$ cat config.mk
export PLATFORM = sky130hd
export DESIGN_NAME = rename_checkpoint_unit_flat
export DESIGN_NICKNAME = d
export VERILOG_FILES = /design/src/rtl/rename_checkpoint_if.sv /design/src/rtl/rename_checkpoint_unit.sv /design/src/flat_wrapper.sv
export SDC_FILE = /design/constraint.sdc
export NUM_CORES = 2
export LEC_CHECK = 0
export CORE_ASPECT_RATIO = 1.2
export CORE_MARGIN = 8
export CORE_UTILIZATION = 65
export CTS_CLUSTER_SIZE = 14
export DETAILED_ROUTE_END_ITERATION = 10
export GPL_TIMING_DRIVEN = 0
export PLACE_DENSITY_LB_ADDON = 0.2
export SETUP_SLACK_MARGIN = 0.15
export SYNTH_ARGS = -nofsm -noshare
export SYNTH_HDL_FRONTEND = slang
export SYNTH_SLANG_ARGS = --single-unit
$ cat constraint.sdc
create_clock -name clk -period 5.4 [get_ports clk]
set_input_delay 0.81 -clock clk [delete_from_list [all_inputs] [get_ports clk]]
set_output_delay 0.81 -clock clk [all_outputs]
set_load 0.01 [all_outputs]
$ cat src/rtl/rename_checkpoint_if.sv
// Decode/commit/branch-resolution bundle for the rename stage.
// The master side is decode plus the back end; the slave side is the rename unit.
interface rename_checkpoint_if #(
    parameter int AW = 5,
    parameter int PW = 6,
    parameter int TW = 5,
    parameter int CW = 2
);
    logic          rn_valid;
    logic          rn_ready;
    logic          rn_uses_rw;
    logic [AW-1:0] rn_rw_addr;
    logic [AW-1:0] rn_rs_addr;
    logic [AW-1:0] rn_rt_addr;
    logic          rn_is_branch;
    logic [PW-1:0] rn_rs_phys;
    logic [PW-1:0] rn_rt_phys;
    logic [PW-1:0] rn_rw_phys;
    logic [PW-1:0] rn_old_phys;
    logic [TW-1:0] rn_al_tag;
    logic [CW-1:0] rn_ckpt_id;
    logic          cm_valid;
    logic          cm_ready;
    logic [PW-1:0] cm_free_phys;
    logic          cm_free_valid;
    logic          br_valid;
    logic [CW-1:0] br_ckpt_id;
    logic          br_mispredict;

    modport master (
        output rn_valid, rn_uses_rw, rn_rw_addr, rn_rs_addr, rn_rt_addr, rn_is_branch,
               cm_valid, br_valid, br_ckpt_id, br_mispredict,
        input  rn_ready, rn_rs_phys, rn_rt_phys, rn_rw_phys, rn_old_phys, rn_al_tag,
               rn_ckpt_id, cm_ready, cm_free_phys, cm_free_valid
    );

    modport slave (
        input  rn_valid, rn_uses_rw, rn_rw_addr, rn_rs_addr, rn_rt_addr, rn_is_branch,
               cm_valid, br_valid, br_ckpt_id, br_mispredict,
        output rn_ready, rn_rs_phys, rn_rt_phys, rn_rw_phys, rn_old_phys, rn_al_tag,
               rn_ckpt_id, cm_ready, cm_free_phys, cm_free_valid
    );
endinterface

$ cat src/rtl/rename_checkpoint_unit.sv
// Single-issue register rename: map table, circular free list, active list and
// branch checkpoints with single-cycle mispredict recovery.
module rename_checkpoint_unit #(
    parameter int NUM_ARCH_REGS = 32,
    parameter int NUM_PHYS_REGS = 64,
    parameter int AL_DEPTH      = 32,
    parameter int NUM_CKPT      = 4
) (
    input  logic                 clk,
    input  logic                 rst_n,
    rename_checkpoint_if.slave   bus
);
    localparam int AW       = $clog2(NUM_ARCH_REGS);
    localparam int PW       = $clog2(NUM_PHYS_REGS);
    localparam int TW       = $clog2(AL_DEPTH);
    localparam int CW       = $clog2(NUM_CKPT);
    localparam int FL_DEPTH = NUM_PHYS_REGS - NUM_ARCH_REGS;
    localparam int FLW      = $clog2(FL_DEPTH);

    typedef struct packed {
        logic          has_dest;
        logic [AW-1:0] rw;
        logic [PW-1:0] old_phys;
    } al_entry_t;

    // Pointers carry an extra wrap bit so full and empty are distinguishable.
    function automatic logic [FLW:0] fl_inc(input logic [FLW:0] p);
        if (p[FLW-1:0] == FLW'(FL_DEPTH - 1)) begin
            fl_inc = {~p[FLW], {FLW{1'b0}}};
        end else begin
            fl_inc = p + (FLW+1)'(1);
        end
    endfunction

    function automatic logic [FLW:0] fl_cnt(input logic [FLW:0] h, input logic [FLW:0] t);
        if (h[FLW] == t[FLW]) begin
            fl_cnt = {1'b0, t[FLW-1:0]} - {1'b0, h[FLW-1:0]};
        end else begin
            fl_cnt = (FLW+1)'(FL_DEPTH) - {1'b0, h[FLW-1:0]} + {1'b0, t[FLW-1:0]};
        end
    endfunction

    logic [NUM_ARCH_REGS-1:0][PW-1:0]               rmt_q, rmt_d;
    logic [FL_DEPTH-1:0][PW-1:0]                    fl_q, fl_d;
    logic [FLW:0]                                   fl_head_q, fl_head_d, fl_tail_q, fl_tail_d;
    al_entry_t [AL_DEPTH-1:0]                       al_q, al_d;
    logic [TW:0]                                    al_head_q, al_head_d, al_tail_q, al_tail_d;
    logic [NUM_CKPT-1:0]                            ck_valid_q, ck_valid_d;
    logic [NUM_CKPT-1:0][NUM_CKPT-1:0]              ck_older_q, ck_older_d;
    logic [NUM_CKPT-1:0][FLW:0]                     ck_fl_head_q, ck_fl_head_d;
    logic [NUM_CKPT-1:0][TW:0]                      ck_al_tail_q, ck_al_tail_d;
    logic [NUM_CKPT-1:0][NUM_ARCH_REGS-1:0][PW-1:0] ck_rmt_q, ck_rmt_d;

    logic          dest_s, rn_ready_s, rn_fire_s, cm_ready_s, cm_fire_s;
    logic          br_hit_s, resolve_s, mispredict_s, ck_free_found_s;
    logic [CW-1:0] ck_free_id_s;
    logic [FLW:0]  fl_count_s;
    logic [TW:0]   al_count_s;
    logic [NUM_CKPT-1:0] kill_s;

    // Lowest-index free checkpoint and the set squashed by a mispredict on br_ckpt_id.
    always_comb begin
        ck_free_found_s = 1'b0;
        ck_free_id_s    = '0;
        kill_s          = '0;
        for (int i = NUM_CKPT - 1; i >= 0; i--) begin
            if (!ck_valid_q[i]) begin
                ck_free_found_s = 1'b1;
                ck_free_id_s    = CW'(i);
            end else begin
                ck_free_found_s = ck_free_found_s;
            end
        end
        for (int j = 0; j < NUM_CKPT; j++) begin
            kill_s[j] = ck_valid_q[j] &&
                        ((CW'(j) == bus.br_ckpt_id) || ck_older_q[j][bus.br_ckpt_id]);
        end
    end

    // Handshake qualification and occupancy.
    always_comb begin
        dest_s        = bus.rn_uses_rw && (bus.rn_rw_addr != AW'(0));
        fl_count_s    = fl_cnt(fl_head_q, fl_tail_q);
        al_count_s    = al_tail_q - al_head_q;
        br_hit_s      = bus.br_valid && ck_valid_q[bus.br_ckpt_id];
        resolve_s     = br_hit_s && !bus.br_mispredict;
        mispredict_s  = br_hit_s && bus.br_mispredict;
        rn_ready_s    = !(bus.br_valid && bus.br_mispredict) &&
                        (al_count_s < (TW+1)'(AL_DEPTH)) &&
                        (!dest_s || (fl_count_s != (FLW+1)'(0))) &&
                        (!bus.rn_is_branch || ck_free_found_s);
        rn_fire_s     = bus.rn_valid && rn_ready_s;
        cm_ready_s    = (al_count_s != (TW+1)'(0));
        cm_fire_s     = bus.cm_valid && cm_ready_s;
    end

    // Next-state: rename, then branch resolution, then commit (commit touches disjoint state).
    always_comb begin
        rmt_d        = rmt_q;
        fl_d         = fl_q;
        fl_head_d    = fl_head_q;
        fl_tail_d    = fl_tail_q;
        al_d         = al_q;
        al_head_d    = al_head_q;
        al_tail_d    = al_tail_q;
        ck_valid_d   = ck_valid_q;
        ck_older_d   = ck_older_q;
        ck_fl_head_d = ck_fl_head_q;
        ck_al_tail_d = ck_al_tail_q;
        ck_rmt_d     = ck_rmt_q;

        if (rn_fire_s) begin
            if (dest_s) begin
                rmt_d[bus.rn_rw_addr] = fl_q[fl_head_q[FLW-1:0]];
                fl_head_d             = fl_inc(fl_head_q);
            end else begin
                fl_head_d = fl_head_q;
            end
            al_d[al_tail_q[TW-1:0]] = '{has_dest: dest_s, rw: bus.rn_rw_addr,
                                        old_phys: rmt_q[bus.rn_rw_addr]};
            al_tail_d = al_tail_q + (TW+1)'(1);
            // Snapshot is taken after the branch's own rename and AL entry.
            if (bus.rn_is_branch) begin
                ck_valid_d[ck_free_id_s]   = 1'b1;
                ck_older_d[ck_free_id_s]   = ck_valid_q;
                ck_rmt_d[ck_free_id_s]     = rmt_d;
                ck_fl_head_d[ck_free_id_s] = fl_head_d;
                ck_al_tail_d[ck_free_id_s] = al_tail_d;
            end else begin
                ck_valid_d = ck_valid_q;
            end
        end else begin
            al_tail_d = al_tail_q;
        end

        if (resolve_s) begin
            ck_valid_d[bus.br_ckpt_id] = 1'b0;
            for (int j = 0; j < NUM_CKPT; j++) begin
                ck_older_d[j][bus.br_ckpt_id] = 1'b0;
            end
        end else if (mispredict_s) begin
            rmt_d      = ck_rmt_q[bus.br_ckpt_id];
            fl_head_d  = ck_fl_head_q[bus.br_ckpt_id];
            al_tail_d  = ck_al_tail_q[bus.br_ckpt_id];
            ck_valid_d = ck_valid_q & ~kill_s;
            for (int j = 0; j < NUM_CKPT; j++) begin
                ck_older_d[j] = ck_older_q[j] & ~kill_s;
            end
        end else begin
            ck_older_d = ck_older_d;
        end

        if (cm_fire_s) begin
            al_head_d = al_head_q + (TW+1)'(1);
            if (al_q[al_head_q[TW-1:0]].has_dest) begin
                fl_d[fl_tail_q[FLW-1:0]] = al_q[al_head_q[TW-1:0]].old_phys;
                fl_tail_d                = fl_inc(fl_tail_q);
            end else begin
                fl_tail_d = fl_tail_q;
            end
        end else begin
            al_head_d = al_head_q;
        end
    end

    // Combinational rename/commit responses from current state.
    always_comb begin
        bus.rn_ready      = rn_ready_s;
        bus.rn_rs_phys    = rmt_q[bus.rn_rs_addr];
        bus.rn_rt_phys    = rmt_q[bus.rn_rt_addr];
        bus.rn_rw_phys    = fl_q[fl_head_q[FLW-1:0]];
        bus.rn_old_phys   = rmt_q[bus.rn_rw_addr];
        bus.rn_al_tag     = al_tail_q[TW-1:0];
        bus.rn_ckpt_id    = ck_free_id_s;
        bus.cm_ready      = cm_ready_s;
        bus.cm_free_phys  = al_q[al_head_q[TW-1:0]].old_phys;
        bus.cm_free_valid = cm_ready_s && al_q[al_head_q[TW-1:0]].has_dest;
    end

    // State registers; reset gives identity map and a full free list of the upper regs.
    always_ff @(posedge clk or negedge rst_n) begin
        if (!rst_n) begin
            for (int i = 0; i < NUM_ARCH_REGS; i++) begin
                rmt_q[i] <= PW'(i);
            end
            for (int i = 0; i < FL_DEPTH; i++) begin
                fl_q[i] <= PW'(NUM_ARCH_REGS + i);
            end
            fl_head_q    <= '0;
            fl_tail_q    <= {1'b1, {FLW{1'b0}}};
            al_q         <= '0;
            al_head_q    <= '0;
            al_tail_q    <= '0;
            ck_valid_q   <= '0;
            ck_older_q   <= '0;
            ck_fl_head_q <= '0;
            ck_al_tail_q <= '0;
            ck_rmt_q     <= '0;
        end else begin
            rmt_q        <= rmt_d;
            fl_q         <= fl_d;
            fl_head_q    <= fl_head_d;
            fl_tail_q    <= fl_tail_d;
            al_q         <= al_d;
            al_head_q    <= al_head_d;
            al_tail_q    <= al_tail_d;
            ck_valid_q   <= ck_valid_d;
            ck_older_q   <= ck_older_d;
            ck_fl_head_q <= ck_fl_head_d;
            ck_al_tail_q <= ck_al_tail_d;
            ck_rmt_q     <= ck_rmt_d;
        end
    end
endmodule
$ cat src/flat_wrapper.sv
// flat-port wrapper written by rule: the top's interface ports become plain ports
module rename_checkpoint_unit_flat 
#(
    parameter int NUM_ARCH_REGS = 32,
    parameter int NUM_PHYS_REGS = 64,
    parameter int AL_DEPTH      = 32,
    parameter int NUM_CKPT      = 4
)
  (clk, rst_n, bus_rn_valid, bus_rn_uses_rw, bus_rn_rw_addr, bus_rn_rs_addr, bus_rn_rt_addr, bus_rn_is_branch, bus_cm_valid, bus_br_valid, bus_br_ckpt_id, bus_br_mispredict, bus_rn_ready, bus_rn_rs_phys, bus_rn_rt_phys, bus_rn_rw_phys, bus_rn_old_phys, bus_rn_al_tag, bus_rn_ckpt_id, bus_cm_ready, bus_cm_free_phys, bus_cm_free_valid);
  rename_checkpoint_if bus_i ();
  input  logic clk;
  input  logic rst_n;
  input wire logic [$bits(bus_i.rn_valid)-1:0] bus_rn_valid;
  input wire logic [$bits(bus_i.rn_uses_rw)-1:0] bus_rn_uses_rw;
  input wire logic [$bits(bus_i.rn_rw_addr)-1:0] bus_rn_rw_addr;
  input wire logic [$bits(bus_i.rn_rs_addr)-1:0] bus_rn_rs_addr;
  input wire logic [$bits(bus_i.rn_rt_addr)-1:0] bus_rn_rt_addr;
  input wire logic [$bits(bus_i.rn_is_branch)-1:0] bus_rn_is_branch;
  input wire logic [$bits(bus_i.cm_valid)-1:0] bus_cm_valid;
  input wire logic [$bits(bus_i.br_valid)-1:0] bus_br_valid;
  input wire logic [$bits(bus_i.br_ckpt_id)-1:0] bus_br_ckpt_id;
  input wire logic [$bits(bus_i.br_mispredict)-1:0] bus_br_mispredict;
  output wire logic [$bits(bus_i.rn_ready)-1:0] bus_rn_ready;
  output wire logic [$bits(bus_i.rn_rs_phys)-1:0] bus_rn_rs_phys;
  output wire logic [$bits(bus_i.rn_rt_phys)-1:0] bus_rn_rt_phys;
  output wire logic [$bits(bus_i.rn_rw_phys)-1:0] bus_rn_rw_phys;
  output wire logic [$bits(bus_i.rn_old_phys)-1:0] bus_rn_old_phys;
  output wire logic [$bits(bus_i.rn_al_tag)-1:0] bus_rn_al_tag;
  output wire logic [$bits(bus_i.rn_ckpt_id)-1:0] bus_rn_ckpt_id;
  output wire logic [$bits(bus_i.cm_ready)-1:0] bus_cm_ready;
  output wire logic [$bits(bus_i.cm_free_phys)-1:0] bus_cm_free_phys;
  output wire logic [$bits(bus_i.cm_free_valid)-1:0] bus_cm_free_valid;
  assign bus_i.rn_valid = bus_rn_valid;
  assign bus_i.rn_uses_rw = bus_rn_uses_rw;
  assign bus_i.rn_rw_addr = bus_rn_rw_addr;
  assign bus_i.rn_rs_addr = bus_rn_rs_addr;
  assign bus_i.rn_rt_addr = bus_rn_rt_addr;
  assign bus_i.rn_is_branch = bus_rn_is_branch;
  assign bus_i.cm_valid = bus_cm_valid;
  assign bus_i.br_valid = bus_br_valid;
  assign bus_i.br_ckpt_id = bus_br_ckpt_id;
  assign bus_i.br_mispredict = bus_br_mispredict;
  assign bus_rn_ready = bus_i.rn_ready;
  assign bus_rn_rs_phys = bus_i.rn_rs_phys;
  assign bus_rn_rt_phys = bus_i.rn_rt_phys;
  assign bus_rn_rw_phys = bus_i.rn_rw_phys;
  assign bus_rn_old_phys = bus_i.rn_old_phys;
  assign bus_rn_al_tag = bus_i.rn_al_tag;
  assign bus_rn_ckpt_id = bus_i.rn_ckpt_id;
  assign bus_cm_ready = bus_i.cm_ready;
  assign bus_cm_free_phys = bus_i.cm_free_phys;
  assign bus_cm_free_valid = bus_i.cm_free_valid;
  rename_checkpoint_unit #(.NUM_ARCH_REGS(NUM_ARCH_REGS), .NUM_PHYS_REGS(NUM_PHYS_REGS), .AL_DEPTH(AL_DEPTH), .NUM_CKPT(NUM_CKPT)) u_core (.clk(clk), .rst_n(rst_n), .bus(bus_i));
endmodule
==> impl_metrics.toml <==
[run_status]
status = "finished, violations left"
violations = "capacitance limit, slew limit"

[floorplan]
die-height_um = 384
ios = 65
die_w_um = 323
rows = 135
dieArea_um2 = 124000
core_area_um2 = 112000
start_util_pct = 65.3

[grt]
antenna_found_initial = 15
globalRouteTotalUtil_pct = 36.8
grt_pass1_wl_mm = 338
overflow = 0
grt_max_degree = 183
grt_pass1_vias = 51700

[timing]
drv_slew = 22
clock.fmax_mhz = 190
whs_ns = 0.482
hold_viol_final = 0
worst_pin_slew_ns = 1.64
rsz0062_at_grt = "no"
max_slew_margin_pct = -9.52
period_share_pct = 97.4
setup_viol = 0
clock-skew-final_ns = 0.0327
setup-tns-final_ns = 0
min_period_ns = 5.26

[critical_path]
crit_chain = "buf_2, buf_2, mux4_2, nand2_1, a31oi_1, o31ai_2, buf_4, inv_1, clkbuf_4, clkdlybuf4s50_1"
path_common_cell = "buf_2"
worstSetupPathType = "reg -> out"
critical-path-max-stage-delay_ns = 0.63
slowest_stage = "clkdlybuf4s50_1"
crit_arrival_ns = 4.45
worstPathMaxFanout = 10
start_kind = "flop"
r2r-start = "u_core.al_head_q[1]"
cp-end-kind = "primary output"
required_ns = 4.59
rrSetupSlack_ns = 0.42
reg2reg_depth = 13
startpoint = "u_core.fl_head_q[2]"
r2r_end = "u_core.ck_rmt_q[544]"
cp-endpoint = "bus_rn_rw_phys[2]"

[synth]
yosys-top-cells-area = "dfrtp_1, mux4_2, mux2_2"
avgSynthCellArea_um2 = 13.8
syn_nets = 5381
seq_area_frac_synth_pct = 50.2
synth_area_leader_cell = "dfrtp_1"
ys_ff_latch = 1464
synth_edf_count = 0
yosysUniqueCellTypes = 70
synth_flop_cell = "dfrtp_1"
synth_common_cells = "dfrtp_1, mux2_2, mux4_2, nand2_1, o21ai_0"
ys_warn_count = 0
async_flop_share_pct = 100
synth_most_common_cell = "dfrtp_1"
syn_area_um2 = 73400
synth_top_area_share_pct = 43.3
netlist_instances = 5331

[power]
p_per_area_nw_per_um2 = 441
power_frac_clock_pct = 30.2
seqPwrFrac_pct = 38.7
power_switching_mw = 12.9
power.internal_mw = 23.1
power.leakage_nw = 36.9
vdd_drop_max_uv = 455
sw_frac_of_total_pct = 35.9
comb_power_share_pct = 31.1

[final_layout]
multiInputGateArea_um2 = 34100
stdcell_count = 7190
nFillCells = 7479
drive_gt1_share_pct = 38.2
syn_to_final_growth_pct = 11.1
nets = 5601
fin_area_um2 = 81600
register_area_um2 = 36900

[clock_network]
cts_buffers = 148
path_clk_slew_ns = 0.06
clock_sinks = 1464
clockRootBuffer = "clkbuf_16"
ctsHtreeMaxLevel = 4
clock_path_buffers = 3
clock_latency_ns = 0.80
cts_tree = "yes"

[routing]
wl_mm = 227
drt_drc_violations_left = 0
via_count = 50400
ant_nets = 0
avgRoutedWirePerCell_um = 31.6
drt_iter0_markers = 5964
first_pass_iters = 7
via_per_inst = 7.02

[place]
port_buffers = 53
placed_area_um2 = 76200
dp_cells = 6902
place_hpwl_mm = 158
gp_congestion = 1.04

[job]
timing.max_cap.violations = 3

[worst_hold_path]
hp-class = "reg -> reg"
==> area by class of cell <==
type / count / area share, %
inverter: 35 / 0.163
clock buffer: 229 / 5.53
sequential: 1464 / 45.2
clock inverter: 47 / 0.767
timing repair buffer: 70 / 1.08
buffer: 481 / 3.13
antenna: 6 / 0.0184
multi-input combinational: 3351 / 41.8
tap: 1507 / 2.31
==> metal layers <==
layer  wire length, um  global-route usage (%)  vias to the layer above
li1                  -                       -                    20400
met1             82200                    46.4                    26300
met2            106000                    57.2                     2800
met3             21200                    9.33                      903
met4             17700                    23.4                       16
met5               104                       0                        -
==> critical path: cells and delay by family, from the launching register on <==
kind                   cells  cell delay [ns]
buffers and inverters      6             2.26
multiplexers               1             0.29
AO/OA/AOI/OAI              2             0.47
AND/OR/NAND/NOR            1             0.06
flip-flops                 1             0.56
==> cell usage in the layout, fill, tap and decap left out, drive strengths merged, types with 39 or more instances in the layout <==
cell type,n
o21ai,300
inv,39
or3,41
nand3,137
mux2,1255
buf,247
nor2,123
dfstp,193
o211ai,222
a31oi,83
clkdlybuf4s50,52
dfrtp,1271
nand2,435
clkbuf,476
mux4,487
==> worst min-delay path by stage <==
stage                           from               endpoint  slack (ns)  cells past startpoint
2_1_floorplan  u_core.ck_older_q[12]  u_core.ck_older_q[12]        0.44                      2
3_3_place_gp    u_core.ck_rmt_q[756]   u_core.ck_rmt_q[756]        0.46                      1
3_5_place_dp    u_core.ck_rmt_q[734]   u_core.ck_rmt_q[734]        0.47                      1
4_1_cts            bus_br_mispredict   u_core.ck_valid_q[0]        0.43                      3
5_1_grt         u_core.ck_rmt_q[261]   u_core.ck_rmt_q[261]        0.50                      1
6_report        u_core.ck_rmt_q[734]   u_core.ck_rmt_q[734]        0.48                      1
==> power groups by stage <==
stage,clock (mW),sequential (mW),combinational (mW)
2_1_floorplan,0,13.4,6.53
4_1_cts,10.9,13.9,10.8
5_1_grt,11.3,14.1,11.6
3_3_place_gp,0,14.0,10.3
3_5_place_dp,0,14.0,10.6
6_report,10.9,14.0,11.2
==> metrics by stage <==
stage,power (mW),utilization [%],setup slack [ns]
2_1_floorplan,20.0,-,1.43
3_3_place_gp,24.4,67.4,-61.26
3_5_place_dp,24.6,67.7,-0.394
4_1_cts,35.6,72.5,0.154
5_1_grt,37.0,72.5,0.142
6_report,36.0,72.5,0.142
==> timing repair <==
item	4_1_cts	5_1_grt
resized for setup	71	13
setup endpoints to repair	313	14
endpoints found under the hold margin	17	0
buffers inserted	2	3
pin swaps	2	1
hold buffers	1	0
==> logic make-up (layout without fill, tap and decap cells) <==
family	Yosys count	count (layout)	share of synthesized area, %
compound gates	693	693	5.99
mux	1775	1775	34.6
fa+ha+maj	25	25	0.446
buf+inv	516	862	3.44
xor+xnor	15	15	0.179
simple gates	843	843	5.10
other cells	0	6	0
flops	1464	1464	50.2
==> sequential cells by signal, summed over array words and instances (netlist names) <==
| register | count |
|---|---|
| u_core.fl_tail_q | 6 |
| u_core.fl_q | 192 |
| u_core.ck_valid_q | 4 |
| u_core.al_q | 224 |
| u_core.al_tail_q | 6 |
| u_core.ck_fl_head_q | 24 |
| u_core.ck_older_q | 12 |
| u_core.ck_rmt_q | 768 |
| u_core.al_head_q | 6 |
| u_core.fl_head_q | 6 |
| u_core.rmt_q | 192 |
| u_core.ck_al_tail_q | 24 |
No activity file was read; power rests on OpenSTA's default activity.
